[config.mk]
export PLATFORM = sky130hd
export DESIGN_NAME = agc_monitor_sequencer_flat
export DESIGN_NICKNAME = d
export VERILOG_FILES = /design/src/rtl/agc_mon_pkg.sv /design/src/rtl/agc_monitor_sequencer_if.sv /design/src/rtl/agc_mon_sync_edge.sv /design/src/rtl/agc_monitor_sequencer.sv /design/src/flat_wrapper.sv
export SDC_FILE = /design/constraint.sdc
export NUM_CORES = 1
export LEC_CHECK = 0
export CAP_MARGIN = 20
export CORE_ASPECT_RATIO = 0.5
export CORE_MARGIN = 8
export CORE_UTILIZATION = 51
export DETAILED_ROUTE_END_ITERATION = 16
export HOLD_SLACK_MARGIN = 0.08
export PLACE_DENSITY = 0.77
export SLEW_MARGIN = 20
export SYNTH_ARGS = -nofsm -noshare
export SYNTH_HDL_FRONTEND = slang
export SYNTH_SLANG_ARGS = --single-unit
export TNS_END_PERCENT = 30
[constraint.sdc]
create_clock -name SIM_CLK -period 3 [get_ports SIM_CLK]
set_input_delay 0.9 -clock SIM_CLK [delete_from_list [all_inputs] [get_ports SIM_CLK]]
set_output_delay 0.9 -clock SIM_CLK [all_outputs]
set_load 0.01 [all_outputs]
[src/rtl/agc_mon_pkg.sv]
// Shared encodings for the AGC monitor-port sequencer: command ops, FSM
// states and the monitor bus width.
package agc_mon_pkg;

  localparam int MON_W = 16;

  typedef enum logic [2:0] {
    OP_NOP     = 3'd0,
    OP_START   = 3'd1,
    OP_STOP    = 3'd2,
    OP_RD_ERAS = 3'd3,
    OP_LD_ERAS = 3'd4,
    OP_RD_CHAN = 3'd5,
    OP_LD_CHAN = 3'd6,
    OP_ILLEGAL = 3'd7
  } op_e;

  localparam logic [2:0] S_IDLE = 3'd0;
  localparam logic [2:0] S_STRT = 3'd1;
  localparam logic [2:0] S_SYNC = 3'd2;
  localparam logic [2:0] S_ADDR = 3'd3;
  localparam logic [2:0] S_DATA = 3'd4;
  localparam logic [2:0] S_RESP = 3'd5;

  // Read ops return the MWL word captured in the data cycle.
  function automatic logic is_read(op_e op);
    return (op == OP_RD_ERAS) || (op == OP_RD_CHAN);
  endfunction

endpackage

[src/rtl/agc_monitor_sequencer_if.sv]
// Host command/response bus of the monitor sequencer.
// Handshake: a command transfers on a SIM_CLK edge where cmd_valid & cmd_ready;
// cmd_ready is high only while the sequencer is idle, and cmd_op/addr/data must
// be stable while cmd_valid is high. rsp_valid pulses once per accepted command
// and rsp_data/rsp_err stay valid until the next rsp_valid (no backpressure).
interface agc_monitor_sequencer_if;
  import agc_mon_pkg::*;

  logic             cmd_valid;
  logic             cmd_ready;
  logic [2:0]       cmd_op;
  logic [MON_W-1:0] cmd_addr;
  logic [MON_W-1:0] cmd_data;
  logic             rsp_valid;
  logic [MON_W-1:0] rsp_data;
  logic             rsp_err;
  logic             busy;

  modport master (
    output cmd_valid, cmd_op, cmd_addr, cmd_data,
    input  cmd_ready, rsp_valid, rsp_data, rsp_err, busy
  );

  modport slave (
    input  cmd_valid, cmd_op, cmd_addr, cmd_data,
    output cmd_ready, rsp_valid, rsp_data, rsp_err, busy
  );

endinterface

[src/rtl/agc_mon_sync_edge.sv]
// Two-flop synchroniser for an AGC-domain signal; q is either the synchronised
// level (EDGE = 0) or a one-cycle rising-edge pulse (EDGE = 1).
module agc_mon_sync_edge #(
  parameter bit EDGE = 1'b1
) (
  input  logic clk,
  input  logic rst_n,
  input  logic d,
  output logic q
);

  logic s1, s2, s3;

  // Metastability stages plus one delayed copy for edge detection.
  always_ff @(posedge clk or negedge rst_n) begin
    if (!rst_n) begin
      s1 <= 1'b0;
      s2 <= 1'b0;
      s3 <= 1'b0;
    end else begin
      s1 <= d;
      s2 <= s1;
      s3 <= s2;
    end
  end

  assign q = EDGE ? (s2 & ~s3) : s2;

endmodule

[src/rtl/agc_monitor_sequencer.sv]
// Host-side AGC monitor port sequencer: one command at a time, timed against
// the synchronised MT01/MT10/MT12 pulses, with timeout and GOJAM abort.
module agc_monitor_sequencer
  import agc_mon_pkg::*;
#(
  parameter int STRT_CYC    = 250,
  parameter int TIMEOUT_CYC = 4096
) (
  input  logic             SIM_CLK,
  input  logic             SIM_RST_n,
  agc_monitor_sequencer_if.slave bus,
  input  logic             MT01,
  input  logic             MT10,
  input  logic             MT12,
  input  logic             MGOJAM,
  input  logic [MON_W-1:0] MWL,
  output logic [MON_W-1:0] MDT,
  output logic             MSTRT,
  output logic             MSTP,
  output logic             MREAD,
  output logic             MLOAD,
  output logic             MRDCH,
  output logic             MLDCH,
  output logic [2:0]       dbg_state
);

  localparam int STRT_W = $clog2(STRT_CYC + 1);
  localparam int TMO_W  = $clog2(TIMEOUT_CYC + 1);

  logic mt01_rise, mt10_rise, mt12_rise, gojam;

  agc_mon_sync_edge #(.EDGE(1'b1)) u_mt01 (.clk(SIM_CLK), .rst_n(SIM_RST_n), .d(MT01),   .q(mt01_rise));
  agc_mon_sync_edge #(.EDGE(1'b1)) u_mt10 (.clk(SIM_CLK), .rst_n(SIM_RST_n), .d(MT10),   .q(mt10_rise));
  agc_mon_sync_edge #(.EDGE(1'b1)) u_mt12 (.clk(SIM_CLK), .rst_n(SIM_RST_n), .d(MT12),   .q(mt12_rise));
  agc_mon_sync_edge #(.EDGE(1'b0)) u_jam  (.clk(SIM_CLK), .rst_n(SIM_RST_n), .d(MGOJAM), .q(gojam));

  logic [2:0]       state_q, state_d;
  op_e              op_q;
  logic [MON_W-1:0] addr_q, data_q, cap_q, cap_d;
  logic [MON_W-1:0] rsp_data_q, data_d;
  logic             rsp_err_q, err_d;
  logic             mstp_q;
  logic [STRT_W-1:0] strt_q;
  logic [TMO_W-1:0]  tmo_q;
  logic accept, awaited, waiting, abort, go_resp;

  assign accept = bus.cmd_valid && (state_q == S_IDLE);

  // Next-state, abort detection and the response word latched on RESP entry.
  always_comb begin
    state_d = state_q;
    awaited = 1'b0;
    go_resp = 1'b0;
    err_d   = 1'b0;
    data_d  = '0;
    cap_d   = (state_q == S_DATA && mt10_rise) ? MWL : cap_q;
    waiting = (state_q == S_SYNC) || (state_q == S_ADDR) || (state_q == S_DATA);
    case (state_q)
      S_SYNC:  awaited = mt01_rise;
      S_ADDR:  awaited = mt12_rise;
      S_DATA:  awaited = mt10_rise | mt12_rise;
      default: awaited = 1'b0;
    endcase
    abort = waiting && (gojam || ((tmo_q == '0) && !awaited));
    case (state_q)
      S_IDLE: begin
        if (bus.cmd_valid) begin
          case (bus.cmd_op)
            OP_NOP, OP_STOP: begin state_d = S_RESP; go_resp = 1'b1; end
            OP_START:        state_d = S_STRT;
            OP_RD_ERAS, OP_LD_ERAS, OP_RD_CHAN, OP_LD_CHAN: state_d = S_SYNC;
            default: begin state_d = S_RESP; go_resp = 1'b1; err_d = 1'b1; end
          endcase
        end
      end
      S_STRT: if (strt_q == '0) begin state_d = S_RESP; go_resp = 1'b1; end
      S_SYNC: if (mt01_rise) state_d = S_ADDR;
      S_ADDR: if (mt12_rise) state_d = S_DATA;
      S_DATA: begin
        // A coincident MT10 edge is already folded into cap_d.
        if (mt12_rise) begin
          state_d = S_RESP;
          go_resp = 1'b1;
          data_d  = is_read(op_q) ? cap_d : '0;
        end
      end
      S_RESP:  state_d = S_IDLE;
      default: state_d = S_IDLE;
    endcase
    if (abort) begin
      state_d = S_RESP;
      go_resp = 1'b1;
      err_d   = 1'b1;
      data_d  = '0;
    end
  end

  // State, command latches, counters, MSTP level and response registers.
  always_ff @(posedge SIM_CLK or negedge SIM_RST_n) begin
    if (!SIM_RST_n) begin
      state_q    <= S_IDLE;
      op_q       <= OP_NOP;
      addr_q     <= '0;
      data_q     <= '0;
      cap_q      <= '0;
      rsp_data_q <= '0;
      rsp_err_q  <= 1'b0;
      mstp_q     <= 1'b0;
      strt_q     <= '0;
      tmo_q      <= '0;
    end else begin
      state_q <= state_d;
      cap_q   <= accept ? '0 : cap_d;
      if (accept) begin
        op_q   <= op_e'(bus.cmd_op);
        addr_q <= bus.cmd_addr;
        data_q <= bus.cmd_data;
      end
      if (accept || awaited) tmo_q <= TMO_W'(TIMEOUT_CYC - 1);
      else if (tmo_q != '0)  tmo_q <= tmo_q - TMO_W'(1);
      if (accept && bus.cmd_op == OP_START) begin
        mstp_q <= 1'b0;
        strt_q <= STRT_W'(STRT_CYC - 1);
      end else if (state_q == S_STRT && strt_q != '0) begin
        strt_q <= strt_q - STRT_W'(1);
      end
      if (accept && bus.cmd_op == OP_STOP) mstp_q <= 1'b1;
      if (go_resp) begin
        rsp_err_q  <= err_d;
        rsp_data_q <= data_d;
      end
    end
  end

  logic xfer;
  assign xfer  = (state_q == S_ADDR) || (state_q == S_DATA);
  assign MREAD = xfer && (op_q == OP_RD_ERAS);
  assign MLOAD = xfer && (op_q == OP_LD_ERAS);
  assign MRDCH = xfer && (op_q == OP_RD_CHAN);
  assign MLDCH = xfer && (op_q == OP_LD_CHAN);
  assign MDT   = (state_q == S_ADDR) ? addr_q :
                 (state_q == S_DATA && !is_read(op_q)) ? data_q : '0;
  assign MSTRT = (state_q == S_STRT);
  assign MSTP  = mstp_q;

  assign bus.cmd_ready = (state_q == S_IDLE);
  assign bus.busy      = (state_q != S_IDLE);
  assign bus.rsp_valid = (state_q == S_RESP);
  assign bus.rsp_data  = rsp_data_q;
  assign bus.rsp_err   = rsp_err_q;
  assign dbg_state     = state_q;

endmodule
[src/flat_wrapper.sv]
// flat-port wrapper written by rule: the top's interface ports become plain ports
module agc_monitor_sequencer_flat import agc_mon_pkg::*;
#(
  parameter int STRT_CYC    = 250,
  parameter int TIMEOUT_CYC = 4096
)
  (SIM_CLK, SIM_RST_n, MT01, MT10, MT12, MGOJAM, MWL, MDT, MSTRT, MSTP, MREAD, MLOAD, MRDCH, MLDCH, dbg_state, bus_cmd_valid, bus_cmd_op, bus_cmd_addr, bus_cmd_data, bus_cmd_ready, bus_rsp_valid, bus_rsp_data, bus_rsp_err, bus_busy);
  agc_monitor_sequencer_if bus_i ();
  input  logic SIM_CLK;
  input  logic SIM_RST_n;
  input  logic MT01;
  input  logic MT10;
  input  logic MT12;
  input  logic MGOJAM;
  input  logic [MON_W-1:0] MWL;
  output logic [MON_W-1:0] MDT;
  output logic MSTRT;
  output logic MSTP;
  output logic MREAD;
  output logic MLOAD;
  output logic MRDCH;
  output logic MLDCH;
  output logic [2:0] dbg_state;
  input wire logic [$bits(bus_i.cmd_valid)-1:0] bus_cmd_valid;
  input wire logic [$bits(bus_i.cmd_op)-1:0] bus_cmd_op;
  input wire logic [$bits(bus_i.cmd_addr)-1:0] bus_cmd_addr;
  input wire logic [$bits(bus_i.cmd_data)-1:0] bus_cmd_data;
  output wire logic [$bits(bus_i.cmd_ready)-1:0] bus_cmd_ready;
  output wire logic [$bits(bus_i.rsp_valid)-1:0] bus_rsp_valid;
  output wire logic [$bits(bus_i.rsp_data)-1:0] bus_rsp_data;
  output wire logic [$bits(bus_i.rsp_err)-1:0] bus_rsp_err;
  output wire logic [$bits(bus_i.busy)-1:0] bus_busy;
  assign bus_i.cmd_valid = bus_cmd_valid;
  assign bus_i.cmd_op = bus_cmd_op;
  assign bus_i.cmd_addr = bus_cmd_addr;
  assign bus_i.cmd_data = bus_cmd_data;
  assign bus_cmd_ready = bus_i.cmd_ready;
  assign bus_rsp_valid = bus_i.rsp_valid;
  assign bus_rsp_data = bus_i.rsp_data;
  assign bus_rsp_err = bus_i.rsp_err;
  assign bus_busy = bus_i.busy;
  agc_monitor_sequencer #(.STRT_CYC(STRT_CYC), .TIMEOUT_CYC(TIMEOUT_CYC)) u_core (.SIM_CLK(SIM_CLK), .SIM_RST_n(SIM_RST_n), .bus(bus_i), .MT01(MT01), .MT10(MT10), .MT12(MT12), .MGOJAM(MGOJAM), .MWL(MWL), .MDT(MDT), .MSTRT(MSTRT), .MSTP(MSTP), .MREAD(MREAD), .MLOAD(MLOAD), .MRDCH(MRDCH), .MLDCH(MLDCH), .dbg_state(dbg_state));
endmodule
==> run summary <==
Mapped Area = 4700 µm²
Clock sink count = 104
WL final = 11,400 µm
Cell Count, Final, Fillers Out = 696
Post-synth cell types = 52
Crit Path Category = flop to output pin
Core Footprint = 8830 µm²
Max Freq = 346 MHz
RSZ-0062 raised after global routing = false
Cell Area, Placed = 5890 µm²
Ys Warns = 0
CP max-delay cell = clkdlybuf4s50_1
CTS tree = done
DP HPWL = 7960 µm
Initial antenna violation count = 0
First-pass iteration count of the detailed router = 4
H-tree depth = 3
Final slew viol count = 0
Area used by multi-input combinational logic = 1970 µm²
Hold path cells = 0
Reg clk slew, reported paths = 60 ps
Vias in the first global route = 3,791
Final Hold Viols = 0
Clock latency at the later pin of the worst-skew pair = 340 ps
Via count = 3,686
First-pass GRT wire length = 19,500 µm
Max-cap viol count = 0
Register area = 2600 µm²
Part of the cycle the worst path needs = 0.963
CP bufs+invs = 3
CP cell instances = buf_4 -> or3_1 -> inv_2 -> clkdlybuf4s50_1
Hold Path Class = flop to flop
Die width = 152 µm
Total power = 5.40 mW
Final setup vio count = 0
ANT nets after route = 0
Flop2flop setup slack = 590 ps
Remaining global-route overflow = 0
Dominant synthesized flop cell = dfrtp_1
Initial core utilization = 0.533
Top cell family by delay on the critical path = buffers and inverters
Largest fanout on the critical path = 12
CTS Buf Count = 9
Die area = 12,700 µm²
Status = finished, final reports clean
PwrDens = 872 nW/µm²
DRC = 0
Seq/Total Area, Yosys = 0.553
Via density = 5.30
Ant diodes = 0
Max stage delay on crit path = 550 ps
All-Layer GR Usage = 0.186
Ys async rst share = 1.00
WL/cell = 16.4 µm
Share of cells above drive strength 1 = 0.114
Worst Setup Slack, final = 111 ps
Post-synth top area cell = dfrtp_1
Synth Net Count = 530
DRT iter0 DRCs = 225
Worst Setup End Kind = output pin
Post-synth EDFFs = 0
Hold EP = u_core.u_mt01.s2
CTS root buffer = clkbuf_16
Clk buf depth = 2
Crit Reg-Reg Endpoint = u_core.bus.rsp_data[13]
Worst R2R Path Depth = 5
Critical Path RT = 2100 ps
Syn_area_per_cell = 10.1 µm²
Area Overhead vs Synth = 31.6%
# fillers = 689
Dpl ws = 232 ps
Routability cong. = 0.836
CTS Hold Bufs = 0
Area share of the largest cell type after synthesis = 0.553
Worst vdd ir = 412 µV
Final Critical Period = 2890 ps
I/O pins = 103
Row count = 24
Leakage = 2.95 nW
Port Buffers = 102
Worst setup SP type = flop
Syn Inst Count = 468
Min-delay src = u_core.u_mt01.s1
Design Area, Final = 6190 µm²
Arr. time, crit path = 1990 ps
Final Skew = 7.45 ps
Yosys reg bits = 104
Hold Slack = 357 ps
Dpl cells = 678
Largest net degree at the start of global routing = 55
RR Startpoint = u_core.tmo_q[5]
Max transition margin = 0.517
Worst-Margin Slew = 707 ps
Chip height = 83.9 µm
Nets@finish = 636
Top cells by area, synth = dfrtp_1, nand2_1, mux2i_1
==> placed cells by master (no fill, tap or decap), drive strengths merged, types with 2 or more instances in the layout <==
| master | Yosys | final |
|---|---|---|
| and3b | 3 | 3 |
| mux2i | 18 | 18 |
| and2 | 2 | 2 |
| xnor2 | 9 | 9 |
| o31ai | 4 | 4 |
| ha | 4 | 4 |
| a211oi | 4 | 4 |
| or3 | 5 | 5 |
| dlygate4sd2 | 0 | 11 |
| o21ai | 7 | 7 |
| nor3b | 4 | 4 |
| nand2 | 135 | 135 |
| clkinvlp | 0 | 2 |
| xor2 | 8 | 8 |
| or3b | 3 | 3 |
| nand2b | 2 | 2 |
| dfrtp | 104 | 104 |
| a2bb2oi | 16 | 16 |
| a21oi | 3 | 3 |
| nor3 | 10 | 10 |
| bufinv | 0 | 2 |
| nor4 | 4 | 4 |
| nand3 | 5 | 5 |
| clkdlybuf4s50 | 0 | 81 |
| clkbuf | 17 | 19 |
| inv | 8 | 8 |
| or4 | 3 | 3 |
| buf | 7 | 18 |
| a22o | 16 | 16 |
| o211ai | 2 | 2 |
| nor2 | 49 | 49 |
==> Yosys cell counts, types with 2 or more instances <==
library cell	count
or3_1	5
o21ai_0	7
a21oi_1	2
buf_2	5
nor3_1	10
and3b_1	3
ha_1	4
inv_1	8
and2_1	2
or3b_2	2
nor3b_1	4
a211oi_2	3
mux2i_1	18
nor2_1	38
clkbuf_1	17
dfrtp_1	104
o31ai_1	4
nor2_2	10
nand3_1	5
nand2b_1	2
a22o_1	16
nor4_1	3
or4_1	2
xor2_1	8
o211ai_1	2
xnor2_1	9
nand2_1	135
a2bb2oi_1	16
==> logic make-up (layout without fill, tap and decap cells) <==
logic type               after synthesis  in the layout  synth area share
AO/OA/AOI/OAI                         61             61             0.112
XOR/XNOR                              17             17            0.0317
adder cells (fa/ha/maj)                4              4            0.0106
buffers and inverters                 32            143            0.0293
flip-flops                           104            104             0.553
multiplexers                          18             18            0.0383
AND/OR/NAND/NOR                      232            232             0.225
==> stage by stage <==
| stage | utilization | setup TNS [ps] |
|---|---|---|
| final | 0.701 | 0 |
| after CTS | 0.703 | -135 |
| after global placement | 0.667 | 0 |
| after global routing | 0.701 | 0 |
| after floorplan | - | 0 |
| after detailed placement | 0.667 | 0 |
==> state kept, by name, indices dropped and copies added (netlist names), 3 cells and up <==
name,cells
u_core.addr_q,16
u_core.bus.rsp_data,16
u_core.cap_q,16
u_core.data_q,16
u_core.tmo_q,13
u_core.strt_q,8
u_core.dbg_state,3
u_core.op_q,3
==> power by group <==
group	leakage, nW	internal, mW	switching, mW
Sequential	1.27	1.83	0.263
Clock	0.152	0.753	0.503
Combinational	1.53	0.930	1.12
==> timing repair <==
action / in CTS / in global routing
pin swaps: 1 / 1
gates resized for setup: 24 / 18
gates cloned: 1 / 0
setup buffers: 0 / 1
setup endpoints to repair: 20 / 2
==> layout make-up <==
cell class	instances	area share
sequential	104	0.420
multi-input combinational	332	0.319
timing repair buffer	119	0.180
clock buffer	11	0.0392
tap	117	0.0237
clock inverter	5	0.0129
inverter	8	0.00485
==> metal layers <==
metal | GRT usage | up-vias | wire length (µm)
met4 | 0.0633 | 0 | 157
met1 | 0.228 | 1797 | 4930
li1 | - | 1793 | -
met2 | 0.306 | 84 | 5770
met3 | 0.0581 | 12 | 587
met5 | 0 | - | 0
==> how the worst max path moves through the flow <==
stage,startpoint,to,depth (start not counted)
6_report,u_core.dbg_state[1],bus_cmd_ready,4
5_1_grt,u_core.dbg_state[1],MLDCH,6
4_1_cts,u_core.dbg_state[1],MDT[15],5
3_5_place_dp,u_core.dbg_state[1],MDT[14],5
3_3_place_gp,u_core.dbg_state[1],MDT[6],5
2_1_floorplan,u_core.dbg_state[2],MDT[10],5
(Power assumes the default switching activity.)
